==> src/rtl/wb_stage.sv <==
`default_nettype none
// ============================================================================
// Module   : wb_stage (with wb_stage_pkg)
// Purpose  : rv32imc writeback stage - load response capture, load alignment,
//            register-file write port, memory stall and RVFI retirement.
// Revision : 1.0 - initial release
// ============================================================================

package wb_stage_pkg;

    typedef struct packed {
        logic        valid;
        logic [63:0] order;
        logic [31:0] inst;
        logic [4:0]  rd_addr;
        logic [31:0] pc_rdata;
        logic [31:0] pc_wdata;
        logic [3:0]  mem_rmask;
        logic [3:0]  mem_wmask;
    } rvfi_t;

    typedef struct packed {
        logic       regf_we;
        logic [1:0] wb_sel;
    } wb_ctrl_t;

    typedef struct packed {
        logic [4:0]  rd_addr;
        logic [31:0] alu_out;
        logic [31:0] pc_next;
        wb_ctrl_t    wb_ctrl;
        rvfi_t       rvfi;
    } mem_stage_t;

endpackage

module wb_stage
    import wb_stage_pkg::*;
(
    input  logic        clk,
    input  logic        rst_n,
    input  mem_stage_t  mem_stage_reg,
    input  logic        pipe_stall,
    input  logic [31:0] dmem_rdata,
    input  logic        dmem_resp,
    output logic        mem_stall,
    output logic        regf_we,
    output logic [4:0]  regf_rd_addr,
    output logic [31:0] regf_wdata,
    output logic [63:0] retire_count,
    output logic        rvfi_valid,
    output logic [63:0] rvfi_order,
    output logic [31:0] rvfi_insn,
    output logic [4:0]  rvfi_rd_addr,
    output logic [31:0] rvfi_rd_wdata,
    output logic [31:0] rvfi_mem_rdata,
    output logic [31:0] rvfi_pc_rdata,
    output logic [31:0] rvfi_pc_wdata
);

    localparam logic [0:0] c_st_ready = 1'b0;
    localparam logic [0:0] c_st_hold  = 1'b1;

    logic [0:0]  r_state;
    logic [0:0]  w_state_next;
    logic [31:0] r_hold_data;

    logic        w_valid;
    logic        w_acc;
    logic        w_ld;
    logic        w_commit;
    logic        w_use_hold;
    logic [31:0] w_raw;
    logic [7:0]  w_byte;
    logic [15:0] w_half;
    logic [31:0] w_load;
    logic [2:0]  w_funct3;

    logic [63:0] r_retire_count;
    logic        r_rvfi_valid;
    logic [63:0] r_rvfi_order;
    logic [31:0] r_rvfi_insn;
    logic [4:0]  r_rvfi_rd_addr;
    logic [31:0] r_rvfi_rd_wdata;
    logic [31:0] r_rvfi_mem_rdata;
    logic [31:0] r_rvfi_pc_rdata;
    logic [31:0] r_rvfi_pc_wdata;

    assign w_valid = mem_stage_reg.rvfi.valid;
    assign w_acc   = w_valid & ((|mem_stage_reg.rvfi.mem_rmask) | (|mem_stage_reg.rvfi.mem_wmask));
    assign w_ld    = w_acc & (|mem_stage_reg.rvfi.mem_rmask);

    always_ff @(posedge clk) begin
        if (!rst_n) begin
            r_state <= c_st_ready;
        end else begin
            r_state <= w_state_next;
        end
    end

    always_comb begin
        w_state_next = r_state;
        case (r_state)
            c_st_ready: if (dmem_resp && w_acc && pipe_stall) w_state_next = c_st_hold;
            c_st_hold:  if (!pipe_stall)                      w_state_next = c_st_ready;
            default:                                          w_state_next = c_st_ready;
        endcase
    end

    always_comb begin
        mem_stall  = 1'b0;
        w_use_hold = 1'b0;
        case (r_state)
            c_st_ready: mem_stall  = w_acc & ~dmem_resp;
            c_st_hold:  w_use_hold = 1'b1;
            default:    mem_stall  = 1'b0;
        endcase
    end

    // A response that lands while the pipe is frozen must survive until release.
    always_ff @(posedge clk) begin
        if (!rst_n) begin
            r_hold_data <= 32'd0;
        end else if ((r_state == c_st_ready) && (w_state_next == c_st_hold)) begin
            r_hold_data <= dmem_rdata;
        end
    end

    assign w_commit = w_valid & ~pipe_stall & ~mem_stall;
    assign w_raw    = w_use_hold ? r_hold_data : dmem_rdata;
    assign w_funct3 = mem_stage_reg.rvfi.inst[14:12];

    always_comb begin
        case (mem_stage_reg.alu_out[1:0])
            2'd0:    w_byte = w_raw[7:0];
            2'd1:    w_byte = w_raw[15:8];
            2'd2:    w_byte = w_raw[23:16];
            default: w_byte = w_raw[31:24];
        endcase
        w_half = mem_stage_reg.alu_out[1] ? w_raw[31:16] : w_raw[15:0];
    end

    always_comb begin
        case (w_funct3)
            3'b000:  w_load = {{24{w_byte[7]}}, w_byte};
            3'b001:  w_load = {{16{w_half[15]}}, w_half};
            3'b010:  w_load = w_raw;
            3'b100:  w_load = {24'd0, w_byte};
            3'b101:  w_load = {16'd0, w_half};
            default: w_load = 32'd0;
        endcase
    end

    always_comb begin
        case (mem_stage_reg.wb_ctrl.wb_sel)
            2'b00:   regf_wdata = mem_stage_reg.alu_out;
            2'b01:   regf_wdata = w_load;
            2'b10:   regf_wdata = mem_stage_reg.pc_next;
            default: regf_wdata = 32'd0;
        endcase
    end

    assign regf_we      = w_commit & mem_stage_reg.wb_ctrl.regf_we & (mem_stage_reg.rd_addr != 5'd0);
    assign regf_rd_addr = mem_stage_reg.rd_addr;

    always_ff @(posedge clk) begin
        if (!rst_n) begin
            r_retire_count   <= 64'd0;
            r_rvfi_valid     <= 1'b0;
            r_rvfi_order     <= 64'd0;
            r_rvfi_insn      <= 32'd0;
            r_rvfi_rd_addr   <= 5'd0;
            r_rvfi_rd_wdata  <= 32'd0;
            r_rvfi_mem_rdata <= 32'd0;
            r_rvfi_pc_rdata  <= 32'd0;
            r_rvfi_pc_wdata  <= 32'd0;
        end else begin
            r_rvfi_valid <= w_commit;
            if (w_commit) begin
                r_retire_count   <= r_retire_count + 64'd1;
                r_rvfi_order     <= mem_stage_reg.rvfi.order;
                r_rvfi_insn      <= mem_stage_reg.rvfi.inst;
                r_rvfi_rd_addr   <= mem_stage_reg.rvfi.rd_addr;
                r_rvfi_rd_wdata  <= (mem_stage_reg.rd_addr == 5'd0) ? 32'd0 : regf_wdata;
                r_rvfi_mem_rdata <= w_ld ? w_raw : 32'd0;
                r_rvfi_pc_rdata  <= mem_stage_reg.rvfi.pc_rdata;
                r_rvfi_pc_wdata  <= mem_stage_reg.rvfi.pc_wdata;
            end
        end
    end

    assign retire_count   = r_retire_count;
    assign rvfi_valid     = r_rvfi_valid;
    assign rvfi_order     = r_rvfi_order;
    assign rvfi_insn      = r_rvfi_insn;
    assign rvfi_rd_addr   = r_rvfi_rd_addr;
    assign rvfi_rd_wdata  = r_rvfi_rd_wdata;
    assign rvfi_mem_rdata = r_rvfi_mem_rdata;
    assign rvfi_pc_rdata  = r_rvfi_pc_rdata;
    assign rvfi_pc_wdata  = r_rvfi_pc_wdata;

endmodule

`default_nettype wire

==> config.mk <==
export PLATFORM = sky130hd
export DESIGN_NAME = wb_stage
export DESIGN_NICKNAME = d
export VERILOG_FILES = /design/src/rtl/wb_stage.sv
export SDC_FILE = /design/constraint.sdc
export NUM_CORES = 1
export LEC_CHECK = 0
export ABC_AREA = 1
export BUFFER_PORTS_ARGS = -buffer_cell sky130_fd_sc_hd__buf_2
export CORE_AREA = 10 10 229 231
export DETAILED_ROUTE_END_ITERATION = 8
export DIE_AREA = 0 0 239 241
export PLACE_DENSITY = 0.58
export SLEW_MARGIN = 20
export SYNTH_ARGS = -nofsm -noshare
export SYNTH_HDL_FRONTEND = slang
export SYNTH_SLANG_ARGS = --single-unit
==> constraint.sdc <==
create_clock -name clk -period 2 [get_ports clk]
set_input_delay 0.4 -clock clk [delete_from_list [all_inputs] [get_ports clk]]
set_output_delay 0.4 -clock clk [all_outputs]
set_load 0.01 [all_outputs]
==> results by group, run 1 <==
Outcome
  • Outcome: finished with violations
  • Failing checks: setup timing

Clocking
  • Num Clock Sinks: ~330
  • Clock H-tree levels: 2
  • Num CTS Buffers: 39
  • Root Buffer: clkbuf_16
  • Clock slew at reported path FFs: around 0.060 ns
  • Post-CTS Hold Fix Bufs: 0
  • Clock Latency Late Sink: between 0.5 and 0.6 ns
  • CTS tree: yes
  • CTS Buffer Depth: 3

STA
  • Skew final: 0.0164 ns
  • Final setup fails: 37
  • Final hold slack: roughly 0.094 ns
  • Pins Over Slew Limit: 0
  • Hold Violations, Final: 0
  • Post-route minimum period: between 2 and 3 ns
  • Worst Max-Slew Pin Slew: approximately 0.51 ns
  • RSZ-0062 raised after global routing: true
  • Part of the cycle the worst path needs: 1.30
  • FMAX: 0.386 GHz
  • Worst Slack Setup Final: -0.591 ns
  • Worst slew margin: 0.658

Power
  • Sequential share of power: 0.412
  • Internal power: 12,200 uW
  • Clock power frac: 0.421
  • Switch Pwr: ~4700 uW
  • Total power per unit cell area: 738 nW/um^2
  • Logic gate share of total power: 0.167
  • Leakage: 0.0109 uW
  • Sw Share: 0.277
  • Max VDD drop: approximately 600 uV

GRT
  • Total Routing Usage GR: 0.237
  • GRT overflow: 0
  • Largest net degree at the start of global routing: 90
  • Initial antenna violation count: 5
  • First-pass GRT wire length: approximately 110,000 um
  • Vias in the first global route: 17,800

Floorplanning
  • Die Ht: around 240 um
  • Rows: 80
  • I/O pins: a little over 600
  • Initial Util: 0.319
  • Die area: 57,600 um^2
  • Core ar.: 47,500 um^2
  • DIE WIDTH: about 240 um

Routing
  • # DRC: 0
  • DR vias: about 18,000
  • Drt first-iter violations: 1,264
  • Final wirelength: slightly above 70,000 um
  • Wire length per cell: between 15 and 20 um
  • DR pass1 iterations: 6
  • DR vias/cell: approximately 5
  • Post-route ant nets: 0

Synthesis
  • Yosys top cell by area: dfxtp_1
  • Synth Register Bits: roughly 330
  • Main combinational cell family by area after synthesis: simple AND/OR/NAND/NOR gates
  • Post-synth top area share: 0.431
  • Post-Synth XOR/XNOR Area: 0.0185
  • Syn_nets: between 2,000 and 3,000
  • Count leader, synth: nand2_1
  • Adder-Cell Fraction of Synth Area: 0.000824
  • Simple-gate share of the synthesized area: 0.316
  • Main area contributors after synthesis: dfxtp_1 43%, nand2_1 13%, nor2_1 11%, o21ai_0 8.7%, a21oi_1 4.1%
  • Mean post-synth cell area: about 6.7 um^2
  • Count of different cell masters after synthesis: 37
  • Synth Flop Type: dfxtp_1
  • Top cells by count, synth: 529 x nand2_1, 449 x nor2_1, 327 x dfxtp_1
  • Netlist Area Pre-Place: 15,200 um^2
  • Synth Area in Compound Gates: 0.153
  • Post-synthesis mux area share: 0
  • Fraction of the yosys area taken by sequential cells: 0.431
  • Post-synth EDFFs: 0
  • Synth warn: 0
  • Async SR Flop Fraction: 0
  • Cells after synthesis: roughly 2,300

Critical path
  • Slowest-stage cell, CP: dfxtp_4
  • Worst reg2reg path depth: 19
  • Critical Setup Path Class: flop to output pin
  • CP Data Required Time: around 1.6 ns
  • Crit path largest cell delay: roughly 0.37 ns
  • Cell chain of the critical path: buf_8 > nand2_4 > nand3_2 > nand2_1 > inv_1 > nand2_2 > nand3_4 > buf_12 > buf_6 > nand3_2 > nand2_1 > nand2_2 > buf_6
  • Critical path arrival: between 2 and 2.5 ns
  • Critical path launch point type: flop
  • Critical Path Fanout Max: 7
  • Critical path endpoint category: output pin

Layout
  • Post-Layout Cell Count: roughly 3,700
  • Fillers: just under 5,000
  • Design Area, Final: around 23,000 um^2
  • Area occupied by multi-input gates: 7980 um^2
  • Area growth syn-to-layout: 51.1%
  • Register area: 6550 um^2
  • Ratio of cells with drive above 1 in the final layout: 0.356
  • Layout Nets: 3,351

Placement
  • Area after DPL: 20,500 um^2
  • Buffers on Ports: about 610
  • Placed cells: 3,598
  • Post-DP HPWL: roughly 57,000 um
  • Placer Congestion: around 1.1

Worst hold path
  • Hold Crit Class: primary input to flop
  • Hold depth: 3

Run
  • Max cap viols: 0
==> power groups by stage <==
stage	Clock, uW	Sequential [uW]	Combinational (uW)
after floorplan	0	7220	1010
after global placement	0	7090	2510
after detailed placement	0	7110	2530
after CTS	7280	6970	2710
after global routing	7560	7000	3080
final	7130	6970	2830
==> placed cells by master, fill, tap and decap left out, types with 10 or more instances in the layout <==
master     Yosys  routed
nand2_2        5      59
clkbuf_1      73      10
nand3_1      120      91
nor2_1       449     442
o21ai_1       12      15
dfxtp_1      327     325
o21ai_0      265     253
buf_6          2      40
clkbuf_16      0      43
buf_2         46     585
inv_1        157     154
nor3_1        32      27
xor2_1        23      23
nor2_2         7      11
nand4_1       14      14
a21oi_1      123     123
buf_12         0      23
buf_4         11     231
nand2_1      529     465
nand3_2        1      25
a22o_1        23      23
==> flip-flops by register name (all words and copies together) (netlist names) <==
signal          cells
rvfi_rd_addr        5
retire_count       64
rvfi_pc_rdata      32
rvfi_valid          1
r_hold_data        32
rvfi_pc_wdata      32
r_state             1
rvfi_rd_wdata      32
rvfi_order         64
rvfi_mem_rdata     32
rvfi_insn          32
==> timing repair <==
item / CTS / global route
gates resized for setup: 112 / 103
setup buffers: 30 / 10
cloned: 1 / 3
setup endpoints to repair: 73 / 150
pin swaps: 18 / 20
==> logic make-up (layout without fill, tap and decap cells) <==
kind of cell | after synthesis | after routing
AO/OA/AOI/OAI | 439 | 439
XOR/XNOR | 32 | 32
adder cells (fa/ha/maj) | 1 | 1
buffers and inverters | 295 | 1117
flip-flops | 327 | 327
other | 0 | 3
AND/OR/NAND/NOR | 1181 | 1181
==> metal layers <==
metal	vias to the layer above	global-route usage	wire (um)	share of wire
met5	-	0	30	0.00041
met4	4	0.0778	2400	0.033
met3	130	0.0635	5740	0.079
met2	727	0.412	35200	0.48
met1	8464	0.277	29300	0.40
li1	8892	-	-	-
==> cell type report <==
cell class / instances / area share
Clock buffer: 56 / 0.0489
Clock inverter: 14 / 0.00649
Antenna cell: 3 / 0.000327
Sequential cell: 327 / 0.286
Multi-Input combinational cell: 1653 / 0.348
Inverter: 160 / 0.0268
Tap cell: 615 / 0.0335
Timing Repair Buffer: 887 / 0.250
==> worst max-delay path: cells and delay by family, from the launching register on <==
| kind | cells | cell delay, ns |
|---|---|---|
| buffers and inverters | 5 | 0.63 |
| flip-flops | 1 | 0.37 |
| AND/OR/NAND/NOR | 8 | 0.64 |
==> metrics by stage <==
step / total power (uW) / setup WS [ns] / utilization / setup TNS, ns
after floorplan: 8230 / 0.0502 / - / 0
after global placement: 9600 / -0.246 / 0.431 / -36.95
after detailed placement: 9640 / -0.236 / 0.431 / -36.33
after CTS: 17000 / -0.600 / 0.471 / -18.27
after global routing: 17600 / -0.692 / 0.483 / -22.47
final: 16900 / -0.591 / 0.483 / -18.36
==> path summary, 6_finish.rpt <==
| path | end | start | slack, ns |
|---|---|---|---|
| min reg2reg | r_hold_data[31] | r_hold_data[31] | 0.45 |
| max | regf_wdata[27] | r_state | -0.59 |
| min | rvfi_order[61] | mem_stage_reg[170] | 0.09 |
| max reg2reg | rvfi_rd_wdata[10] | r_state | -0.52 |
Power figures use the tool's default switching activity.
==> inputs of run 2 (changes only) <==
--- a/config.mk
+++ b/config.mk
@@ -7,10 +7,10 @@
 export LEC_CHECK = 0
 export ABC_AREA = 1
 export BUFFER_PORTS_ARGS = -buffer_cell sky130_fd_sc_hd__buf_2
-export CORE_AREA = 10 10 229 231
+export CORE_AREA = 5 5 238 240
 export DETAILED_ROUTE_END_ITERATION = 8
-export DIE_AREA = 0 0 239 241
-export PLACE_DENSITY = 0.58
+export DIE_AREA = 0 0 243 245
+export PLACE_DENSITY = 0.52
 export SLEW_MARGIN = 20
 export SYNTH_ARGS = -nofsm -noshare
 export SYNTH_HDL_FRONTEND = slang
==> results by group, run 2 (same netlist as run 1, synthesis figures left out) <==
Clocking
  • Num CTS Buffers: just over 40
  • Clock H-tree levels: 2
  • Post-CTS Hold Fix Bufs: 0
  • CTS tree: yes
  • Num Clock Sinks: about 330
  • Root Buffer: clkbuf_16
  • Clock slew at reported path FFs: 0.06 ns
  • Clock Latency Late Sink: roughly 0.57 ns
  • CTS Buffer Depth: 3

Critical path
  • Critical path arrival: 2.15 ns
  • Critical path endpoint category: output pin
  • Critical Setup Path Class: flop to output pin
  • CP Data Required Time: 1.60 ns
  • Critical path launch point type: flop
  • Critical Path Fanout Max: 22

Routing
  • DR vias: ~18,000
  • DR vias/cell: between 4 and 5
  • Final wirelength: a little under 70,000 um
  • Wire length per cell: ~18 um
  • DR pass1 iterations: 5
  • Post-route ant nets: 0
  • # DRC: 0
  • Drt first-iter violations: ~1,000

STA
  • RSZ-0062 raised after global routing: true
  • Pins Over Slew Limit: 0
  • Worst Slack Setup Final: -0.552 ns
  • Final setup fails: 34
  • Worst slew margin: 0.491
  • Post-route minimum period: roughly 2.6 ns
  • Part of the cycle the worst path needs: 1.28
  • Worst Max-Slew Pin Slew: 0.764 ns
  • FMAX: around 0.39 GHz
  • Skew final: 0.0239 ns
  • Hold Violations, Final: 0
  • Setup total negative slack: -16.17 ns

Floorplanning
  • I/O pins: 615
  • Rows: 86
  • Die Ht: roughly 250 um
  • Core ar.: between 50,000 and 60,000 um^2
  • Die area: about 60,000 um^2
  • Initial Util: 0.279
  • DIE WIDTH: around 240 um

GRT
  • Initial antenna violation count: 4
  • Largest net degree at the start of global routing: about 130
  • Vias in the first global route: between 15,000 and 20,000
  • GRT overflow: 0
  • First-pass GRT wire length: 102,000 um
  • Total Routing Usage GR: 0.214

Layout
  • Area growth syn-to-layout: 48.6%
  • Layout Nets: 3,313
  • Leading cell type in the layout, fill and taps excluded: buf_2
  • Most frequent cells in the layout: 587 x buf_2, 484 x nand2_1, 439 x nor2_1
  • Final core occ: 0.415
  • Ratio of cells with drive above 1 in the final layout: 0.337

Power
  • Tot Pwr: ~17,000 uW
  • Sw Share: 0.270
  • Logic gate share of total power: 0.155
  • Leakage: ~0.011 uW
  • Switch Pwr: roughly 4700 uW
  • Sequential share of power: 0.404
  • Max VDD drop: 480 uV
  • Internal power: roughly 13,000 uW
  • Clock power frac: 0.441
  • Total power per unit cell area: about 760 nW/um^2

Worst hold path
  • Hold Crit Class: primary input to flop

Placement
  • Post-DP HPWL: roughly 53,000 um
  • Placer Congestion: about 0.91
  • Buffers on Ports: between 600 and 700

Run
  • Max cap viols: 0

Outcome
  • Failing checks: setup timing
  • Outcome: finished with violations
==> run 2: timing repair <==
action | in CTS | in global routing
setup endpoints to repair | 86 | 143
resized for setup | 101 | 55
cloned | 0 | 2
pin swaps | 5 | 2
buffers inserted | 6 | 2
==> run 2: area by class of cell <==
cell class / count / area (um^2)
well taps: 704 / 881
clock inverters: 9 / 153
flip-flops and latches: 327 / 6550
diodes: 2 / 5.00
multi-input cells: 1653 / 7830
fillers: 5817 / 31900
inverters: 160 / 616
clock buffers: 63 / 1230
repair buffers: 847 / 5310
==> run 2: worst max-delay path, stage by stage (launching register included) <==
cell,delay [ns]
dfxtp_4,0.38
buf_6,0.15
nand2_1,0.07
and2_1,0.20
nand2_2,0.10
nand3_4,0.12
buf_12,0.19
nand3_1,0.10
nand2_2,0.08
nand2_2,0.09
buf_6,0.11
==> run 2: layer usage <==
| layer | part of all wire | global-route usage |
|---|---|---|
| met1 | 0.42 | 0.265 |
| met2 | 0.49 | 0.381 |
| met3 | 0.065 | 0.0443 |
| met4 | 0.025 | 0.0556 |
| met5 | 0.00019 | 0 |
==> run 2: path summary, 6_finish.rpt <==
check	start	endpoint	slack, ns	cells past startpoint
worst max register to register	r_state	rvfi_rd_wdata[26]	0.09	13
worst min-delay path	mem_stage_reg[87]	rvfi_insn[10]	0.09	3
worst max-delay path	r_state	regf_wdata[22]	-0.55	10
worst min register to register	r_hold_data[19]	r_hold_data[19]	0.45	2
==> run 2: power by group through the flow <==
stage	Clock (uW)	Sequential (uW)	Combinational, uW
2_1_floorplan	0	7220	1010
3_3_place_gp	0	7090	2490
3_5_place_dp	0	7100	2500
4_1_cts	7830	6960	2630
5_1_grt	8100	7000	2920
6_report	7610	6960	2670
==> run 2: per-stage QoR <==
step / hold slack (ns) / instances / cell area, um^2 / setup WS [ns]
finish: 0.0861 / 3765 / 22600 / -0.552
detailed placement: 0.436 / 3682 / 20500 / -0.211
CTS: 0.0410 / 3759 / 22300 / -0.606
global placement: 0.431 / 3682 / 20500 / -0.216
global route: 0.0631 / 3764 / 22600 / -0.675
floorplan: 0.424 / 2275 / 15200 / 0.0502
